File: src/rtl/interp_pkg.sv
// Shared definitions for the interpolation operand sequencer: select codes,
// the 7-step select/carry schedule and the controller state encoding.
package interp_pkg;

    localparam int N_STEPS = 7;

    localparam logic [2:0] SEL_NEG_E2  = 3'b000;
    localparam logic [2:0] SEL_NEG_2E2 = 3'b001;
    localparam logic [2:0] SEL_REG_2E  = 3'b010;
    localparam logic [2:0] SEL_E2      = 3'b011;
    localparam logic [2:0] SEL_NEG_2E3 = 3'b100;
    localparam logic [2:0] SEL_REG_5E  = 3'b101;
    localparam logic [2:0] SEL_2E3     = 3'b110;
    localparam logic [2:0] SEL_IDLE    = 3'b111;

    // Step i occupies SCHED[3*i +: 3] and CIN[i]; carry-in completes the
    // two's-complement negation on the complement codes.
    localparam logic [3*N_STEPS-1:0] SCHED = {SEL_NEG_2E3, SEL_2E3, SEL_E2, SEL_REG_2E,
                                              SEL_NEG_2E2, SEL_NEG_E2, SEL_REG_5E};
    localparam logic [N_STEPS-1:0]   CIN   = 7'b1000110;

    typedef enum logic [1:0] {
        ST_IDLE,
        ST_LOAD,
        ST_RUN,
        ST_DRAIN
    } state_t;

endpackage

File: src/rtl/interp_sat.sv
// Clamps the one-bit-wider adder result into the signed output range.
module interp_sat #(
    parameter int OUT_WIDTH = 19
) (
    input  logic signed [OUT_WIDTH:0]   i_sum,
    output logic signed [OUT_WIDTH-1:0] o_sat
);

    localparam logic signed [OUT_WIDTH-1:0] MAX_VAL = {1'b0, {(OUT_WIDTH-1){1'b1}}};
    localparam logic signed [OUT_WIDTH-1:0] MIN_VAL = {1'b1, {(OUT_WIDTH-1){1'b0}}};

    // NOTE: every branch of a combinational block assigns the output, so no latch is inferred.
    always_comb begin
        if (i_sum[OUT_WIDTH] == i_sum[OUT_WIDTH-1]) begin
            o_sat = i_sum[OUT_WIDTH-1:0];
        end else if (i_sum[OUT_WIDTH]) begin
            o_sat = MIN_VAL;
        end else begin
            o_sat = MAX_VAL;
        end
    end

endmodule

File: src/rtl/interp_seq_ctrl.sv
// Operand sequencer: latches one pilot set, precomputes -2*E2 and 5*E1, walks the
// select schedule for the shared adder and emits 7 saturated samples over valid/ready.
module interp_seq_ctrl
    import interp_pkg::*;
#(
    parameter int IN_WIDTH  = 17,
    parameter int OUT_WIDTH = 19
) (
    input  logic                        clk,
    input  logic                        rst_n,
    input  logic                        in_valid,
    output logic                        in_ready,
    input  logic signed [IN_WIDTH-1:0]  E1,
    input  logic signed [IN_WIDTH-1:0]  E2,
    input  logic signed [IN_WIDTH-1:0]  E3,
    output logic [2:0]                  sel,
    output logic                        cin,
    output logic signed [IN_WIDTH-1:0]  E2_q,
    output logic signed [IN_WIDTH-1:0]  E3_q,
    output logic signed [IN_WIDTH:0]    reg_2E,
    output logic signed [OUT_WIDTH-1:0] reg_5E,
    input  logic signed [OUT_WIDTH:0]   add_sum,
    output logic signed [OUT_WIDTH-1:0] est_out,
    output logic [2:0]                  est_idx,
    output logic                        est_valid,
    input  logic                        est_ready
);

    state_t                      r_state;
    state_t                      w_next_state;
    logic [2:0]                  r_step;
    logic                        r_in_ready;
    logic signed [IN_WIDTH-1:0]  r_e1;
    logic signed [IN_WIDTH-1:0]  r_e2;
    logic signed [IN_WIDTH-1:0]  r_e3;
    logic signed [IN_WIDTH:0]    r_2e;
    logic signed [OUT_WIDTH-1:0] r_5e;
    logic signed [OUT_WIDTH-1:0] r_est_out;
    logic [2:0]                  r_est_idx;
    logic                        r_est_valid;

    logic                        w_accept;
    logic                        w_adv;
    logic signed [IN_WIDTH:0]    w_e2_x;
    logic signed [OUT_WIDTH-1:0] w_e1_x;
    logic signed [OUT_WIDTH-1:0] w_sat;

    assign w_accept = in_valid && r_in_ready;
    assign w_adv    = !r_est_valid || est_ready;
    assign w_e2_x   = (IN_WIDTH+1)'(r_e2);
    assign w_e1_x   = (OUT_WIDTH)'(r_e1);

    interp_sat #(
        .OUT_WIDTH (OUT_WIDTH)
    ) u_sat (
        .i_sum (add_sum),
        .o_sat (w_sat)
    );

    // NOTE: sequential state uses non-blocking assignments so all registers update from pre-edge values.
    always_ff @(posedge clk or negedge rst_n) begin
        if (!rst_n) begin
            r_state <= ST_IDLE;
        end else begin
            r_state <= w_next_state;
        end
    end

    always_comb begin
        w_next_state = r_state;
        case (r_state)
            ST_IDLE:  if (w_accept) w_next_state = ST_LOAD;
            ST_LOAD:  w_next_state = ST_RUN;
            ST_RUN:   if (w_adv && r_step == 3'(N_STEPS-1)) w_next_state = ST_DRAIN;
            ST_DRAIN: if (w_adv) w_next_state = ST_IDLE;
            default:  w_next_state = ST_IDLE;
        endcase
    end

    always_comb begin
        sel = SEL_IDLE;
        cin = 1'b0;
        if (r_state == ST_RUN) begin
            sel = SCHED[3*int'(r_step) +: 3];
            cin = CIN[r_step];
        end
    end

    // NOTE: the operand copies are reset too, so a mid-operation reset leaves no stale set behind.
    always_ff @(posedge clk or negedge rst_n) begin
        if (!rst_n) begin
            r_in_ready  <= 1'b0;
            r_step      <= '0;
            r_e1        <= '0;
            r_e2        <= '0;
            r_e3        <= '0;
            r_2e        <= '0;
            r_5e        <= '0;
            r_est_out   <= '0;
            r_est_idx   <= '0;
            r_est_valid <= 1'b0;
        end else begin
            r_in_ready <= (w_next_state == ST_IDLE);
            if (w_accept) begin
                r_e1 <= E1;
                r_e2 <= E2;
                r_e3 <= E3;
            end
            if (r_state == ST_LOAD) begin
                r_2e   <= -(w_e2_x <<< 1);
                r_5e   <= (w_e1_x <<< 2) + w_e1_x;
                r_step <= '0;
            end
            if (r_state == ST_RUN && w_adv) begin
                r_est_out   <= w_sat;
                r_est_idx   <= r_step;
                r_est_valid <= 1'b1;
                r_step      <= r_step + 3'd1;
            end else if (est_ready) begin
                r_est_valid <= 1'b0;
            end
        end
    end

    assign in_ready  = r_in_ready;
    assign E2_q      = r_e2;
    assign E3_q      = r_e3;
    assign reg_2E    = r_2e;
    assign reg_5E    = r_5e;
    assign est_out   = r_est_out;
    assign est_idx   = r_est_idx;
    assign est_valid = r_est_valid;

endmodule

File: config.mk
export PLATFORM = sky130hd
export DESIGN_NAME = interp_seq_ctrl
export DESIGN_NICKNAME = d
export VERILOG_FILES = /design/src/rtl/interp_pkg.sv /design/src/rtl/interp_sat.sv /design/src/rtl/interp_seq_ctrl.sv
export SDC_FILE = /design/constraint.sdc
export NUM_CORES = 1
export LEC_CHECK = 0
export ABC_AREA = 1
export BUFFER_PORTS_ARGS = -buffer_cell sky130_fd_sc_hd__buf_2
export CAP_MARGIN = 20
export CORE_MARGIN = 2
export CORE_UTILIZATION = 45
export CTS_BUF_LIST = sky130_fd_sc_hd__clkbuf_8 sky130_fd_sc_hd__clkbuf_16
export DETAILED_ROUTE_END_ITERATION = 8
export HOLD_SLACK_MARGIN = 0.12
export PLACE_DENSITY_LB_ADDON = 0.08
export SYNTH_ARGS = -nofsm -noshare
export SYNTH_HDL_FRONTEND = slang
export SYNTH_HIERARCHICAL = 1
export SYNTH_SLANG_ARGS = --single-unit
File: constraint.sdc
create_clock -name clk -period 1.7 [get_ports clk]
set_input_delay 0.17 -clock clk [delete_from_list [all_inputs] [get_ports clk]]
set_output_delay 0.17 -clock clk [all_outputs]
set_load 0.005 [all_outputs]
# [Word level (Yosys, flattened, before mapping)]
# Memories as Yosys holds them, arrays and structs flattened.
# Index checks and enable logic that the tools add are counted.
[word_totals] register_bits=117 romBits=8 output_inout_bits=99 wordCells=45 n_memories=1
[op_classes] n_addsub=3 mul=1 order_cmp=1 n_eq_ne=5 shift=1 mux=13 n_reduce_logical=9
[memory_table] name="(name not given)" words=8 width=1 read_ports=1 rd_ports_with_merged_regs=0 write_ports=0 line_no="interp_seq_ctrl.sv:85" rtl="cin = CIN[r_step];"
[ops] op="19-bit 2-to-1 mux" n=2
[ops] op="21-bit by 6-bit indexed part select with 3-bit output, first input constant" n=1
[ops] op="19-bit by 17-bit adder with 19-bit output" n=1
[ops] op="18-bit negation" n=1
[ops] op="3-bit 2-to-1 mux" n=3
[ops] op="2-bit one-hot mux with 4 select lines" n=1
[ops] op="2-bit 2-to-1 mux" n=3
[ops] op="2-bit by 3-bit multiplier with 5-bit output, first input constant" n=1
[ops] op="2-bit == test, second input constant" n=2
[ops] op="2-bit zero test" n=2
[ops] op="3-bit by 4-bit < comparator with 1-bit output, second input constant" n=1
[ops] op="1-bit 2-to-1 mux" n=4
[ops] op="2-bit nonzero test" n=2
[ops] op="3-bit by 1-bit adder with 3-bit output, second input constant" n=1
[ops] op="3-bit == test, second input constant" n=1
[ops] op="1-bit logical AND" n=3
[ops] op="2-bit by 1-bit == test with 1-bit output, second input constant" n=1
[ops] op="1-bit == test" n=1
[ops] op="1-bit zero test" n=1
[ops] op="1-bit logical OR" n=1

# [Longest topological paths before layout]
[depth] word_depth=6 ltp_mapped=11

# [By module]
# Netlist, hierarchy kept.
[modules_own_cells] module="interp_seq_ctrl" n_inst=1 cells_each=650 area_each_um2=5655.4 seq_area_each_um2=2902.8
[modules_own_cells] module="interp_sat" n_inst=1 cells_each=45 area_each_um2=282.8 seq_area_each_um2=0.0

# [Least setup slack after synthesis]
# OpenSTA, ideal clock, no wires.
[synth_path] kind="flip-flop to flip-flop" from="register r_e1[0]" to="register r_5e[8], in the netlist reg_5E[8]" setup_time_ns=0.117 arrival_ns=1.604 t_required_ns=1.583 setup_slack_ns=-0.022 stages_incl_launch_ff=10 n_path_buf=0 cell_sequence="dfrtp_1 ha_1 fa_1 nand2_1 nand2_1 nand3_1 nand2_1 or2_2 nand3_1 nand2_1"
[synth_via] elab_chain_len=1
[synth_lines] item="from (decl)" line_no="interp_seq_ctrl.sv:33" rtl="logic signed [IN_WIDTH-1:0] r_e1;"
[synth_lines] item="from (signal assigned)" line_no="interp_seq_ctrl.sv:94" rtl="r_e1 <= '0;"
[synth_lines] item="from (signal assigned)" line_no="interp_seq_ctrl.sv:105" rtl="r_e1 <= E1;"
[synth_lines] item="19-bit by 17-bit adder with 19-bit output" line_no="interp_seq_ctrl.sv:111" rtl="r_5e <= (w_e1_x <<< 2) + w_e1_x;"
[synth_lines] item="to (signal assigned)" line_no="interp_seq_ctrl.sv:111"
[synth_lines] item="to (decl)" line_no="interp_seq_ctrl.sv:37" rtl="logic signed [OUT_WIDTH-1:0] r_5e;"
# Every way passes these cells.
# A chain may end at the register's enable or synchronous reset.

# [Worst setup path in the final report]
[layout_path] from="register r_e1[2]" to="register r_5e[10], in the netlist reg_5E[10]"
# Same word-level chain as after synthesis.

==> run metrics <==
Worst-path clk slew 0.06 ns; Post-Route WL 16,100 um; Placed Area 7010 um2; initial antenna violation count 0; Max Clock Skew 0.00632 ns; CTS Buf Count 17; Setup Crit Path Kind reg2reg; GRT overflow 0; mapped cell area 5940 um2; largest net degree at the start of global routing 72; DP Worst Slack -0.0927 ns; commonest non-fill, non-tap cell in the layout nand2_1; final hold violations 0; outcome complete, but fails checks; Worst-Margin Slew 0.675 ns; fillcell total 1,063; clk buf depth 2; DR WL/cell 13.9 um; Setup WS post-layout -0.0275 ns; placed wire-length estimate 10,300 um; row cnt 41; routed via count 5,547; first-pass GRT wire length 26,100 um; vias in the first global route 5,537; Post-Synthesis Cells 695; Port Buffers 172; hold wc startpoint add_sum[18]; fmax 579 MHz; failing checks negative setup slack; Non-Filler Instances 1,153; Hold Path Class in2reg; area growth from synthesis to layout 47.0%; Vias/cell 4.81; power per cell area 2030 nW/um2; max-slew violations 0; Starting Density 0.465; FF+latch count, synth 116; gr usage total 0.231; antenna-violating nets left 0; Max FO, Critical Path 3; Hold Crit Endpoint est_out[18]$_DFFE_PN0P_; Die Wd 119 um; Max IR drop VDD 1.06 mV; placed instance count 1,030; clk_lat worst skew 0.42 ns; H-tree depth 4; Clock Tree Root clkbuf_16; GPL Wtd Cong 0.893; DRC viols 0; most frequent cells in the layout nand2_1, buf_2, dfrtp_1, dlygate4sd3_1, inv_1; Tot Pwr 17.7 mW; Multi-input gate area 2860 um2; Register-to-Register Path Depth 10; num ports 174; Critical Path RT 2.01 ns; max-cap violations 0; Final setup viols 2; Setup crit end kind flop; final period utilization 1.02; drt pass-1 iters 4; WHS 0.201 ns; Hold Crit Depth 5; register area share after synthesis 0.489; arrival time at the worst endpoint 2.03 ns; design area 8730 um2; warnings from Yosys 6; cell accounting for the most synthesized area dfrtp_1; die area 14,100 um2; fin crit period 1.73 ns; CORE AREA 12,800 um2; post-synthesis cell type count 34; final core utilization 0.683; leakage power 4.49 nW; Reg2Reg Setup Slack -0.03 ns; ANT cells 0; Synth area leaders dfrtp_1, nand2_1, mux2_2; Net Count, Synth 793; RSZ-0062 raised after global routing yes; DIE HEIGHT 119 um; Seq. cell area 2910 um2; CTS tree done; reg-to-reg endpoint reg_5E[10]$_DFFE_PN0P_; setup_tns -0.0395 ns; CTS Sinks 116; Syn Area/Cell 8.54 um2; top cell type's share of synthesized area 0.489; Startpoint Class flop; RR Startpoint r_e1[2]$_DFFE_PN0P_; Rel. slew slack 0.549; fin nets 1,066; layout cells sized above 1 0.348; Initial DRC Count 270
[final cells by class]
cell class,instances,area share
clock inverter,15,0.0234
multi-input combinational,490,0.328
inverter,65,0.0279
sequential,116,0.333
tap,172,0.0247
clock buffer,17,0.0487
timing repair buffer,278,0.215
[Yosys cell counts (all sizes together)]
master	count
nand2	233
dfrtp	116
inv	65
nor2	57
o21ai	39
nand3	36
mux2	35
a21oi	28
ha	22
buf	20
nand4	7
a31oi	6
xor2	6
or2	5
clkbuf	4
nor3	4
nand3b	3
o22ai	2
xnor2	2
and2	1
conb	1
fa	1
o211ai	1
o21bai	1
[where the power goes]
group	switching (mW)	internal, mW	leakage (nW)
sequential	1.03	4.13	1.38
combinational	4.68	4.03	2.81
clock	1.35	2.46	0.296
total	7.07	10.6	4.49
[timing repair]
| action | 4_1_cts | 5_1_grt |
|---|---|---|
| gates resized for setup | 7 | 47 |
| pin swaps | 1 | 18 |
| hold buffers | 74 | 0 |
| setup endpoints to repair | 14 | 18 |
| endpoints found under the hold margin | 187 | 0 |
| buffers inserted | 7 | 10 |
[per-layer routing]
metal  up-vias  GRT usage  wire (um)
li1       2780          -          -
met1      2584      0.271       6600
met2       151      0.397       8140
met3        32     0.0594        891
met4         0      0.106        429
met5         -          0          0
[state kept, by name, indices dropped and copies added (netlist names), 2 cells and up]
name and flops:
r_e1 17, reg_2E 17, est_idx 3, r_step 3, est_out 19, E3_q 17
r_state 2, reg_5E 19, E2_q 17
[how the worst max path moves through the flow]
stage,startpoint,slack [ns],endpoint
after floorplan,r_e1[0]$_DFFE_PN0P_,0.006,reg_5E[8]$_DFFE_PN0P_
after global placement,r_e1[0]$_DFFE_PN0P_,-0.06,reg_5E[8]$_DFFE_PN0P_
after detailed placement,r_e1[0]$_DFFE_PN0P_,-0.09,reg_5E[8]$_DFFE_PN0P_
after CTS,r_e1[0]$_DFFE_PN0P_,-0.03,reg_5E[8]$_DFFE_PN0P_
after global routing,r_e1[0]$_DFFE_PN0P_,-0.11,reg_5E[8]$_DFFE_PN0P_
final,r_e1[2]$_DFFE_PN0P_,-0.03,reg_5E[10]$_DFFE_PN0P_
[cell families (layout without fill, tap and decap cells)]
kind of cell    count (synthesis)  count (layout)  share of synthesized area
flops                         116             116                      0.489
fa+ha+maj                      23              23                     0.0497
compound gates                 77              77                     0.0748
xor+xnor                        8               8                     0.0118
simple gates                  346             346                      0.241
other cells                     1               1                   0.000632
mux                            35              35                     0.0664
buf+inv                        89             375                     0.0670
[worst max-delay path: stages (launching register included)]
cell and delay, ns:
dfrtp_1 0.38, ha_2 0.21, fa_2 0.37, nand2_2 0.09, nand2_2 0.06, and2_4 0.16
nand2_2 0.06, nand2_2 0.04, xor2_1 0.13, nand2_1 0.06, nand2_1 0.05
Note: power is estimated with default switching activity, not from simulation.
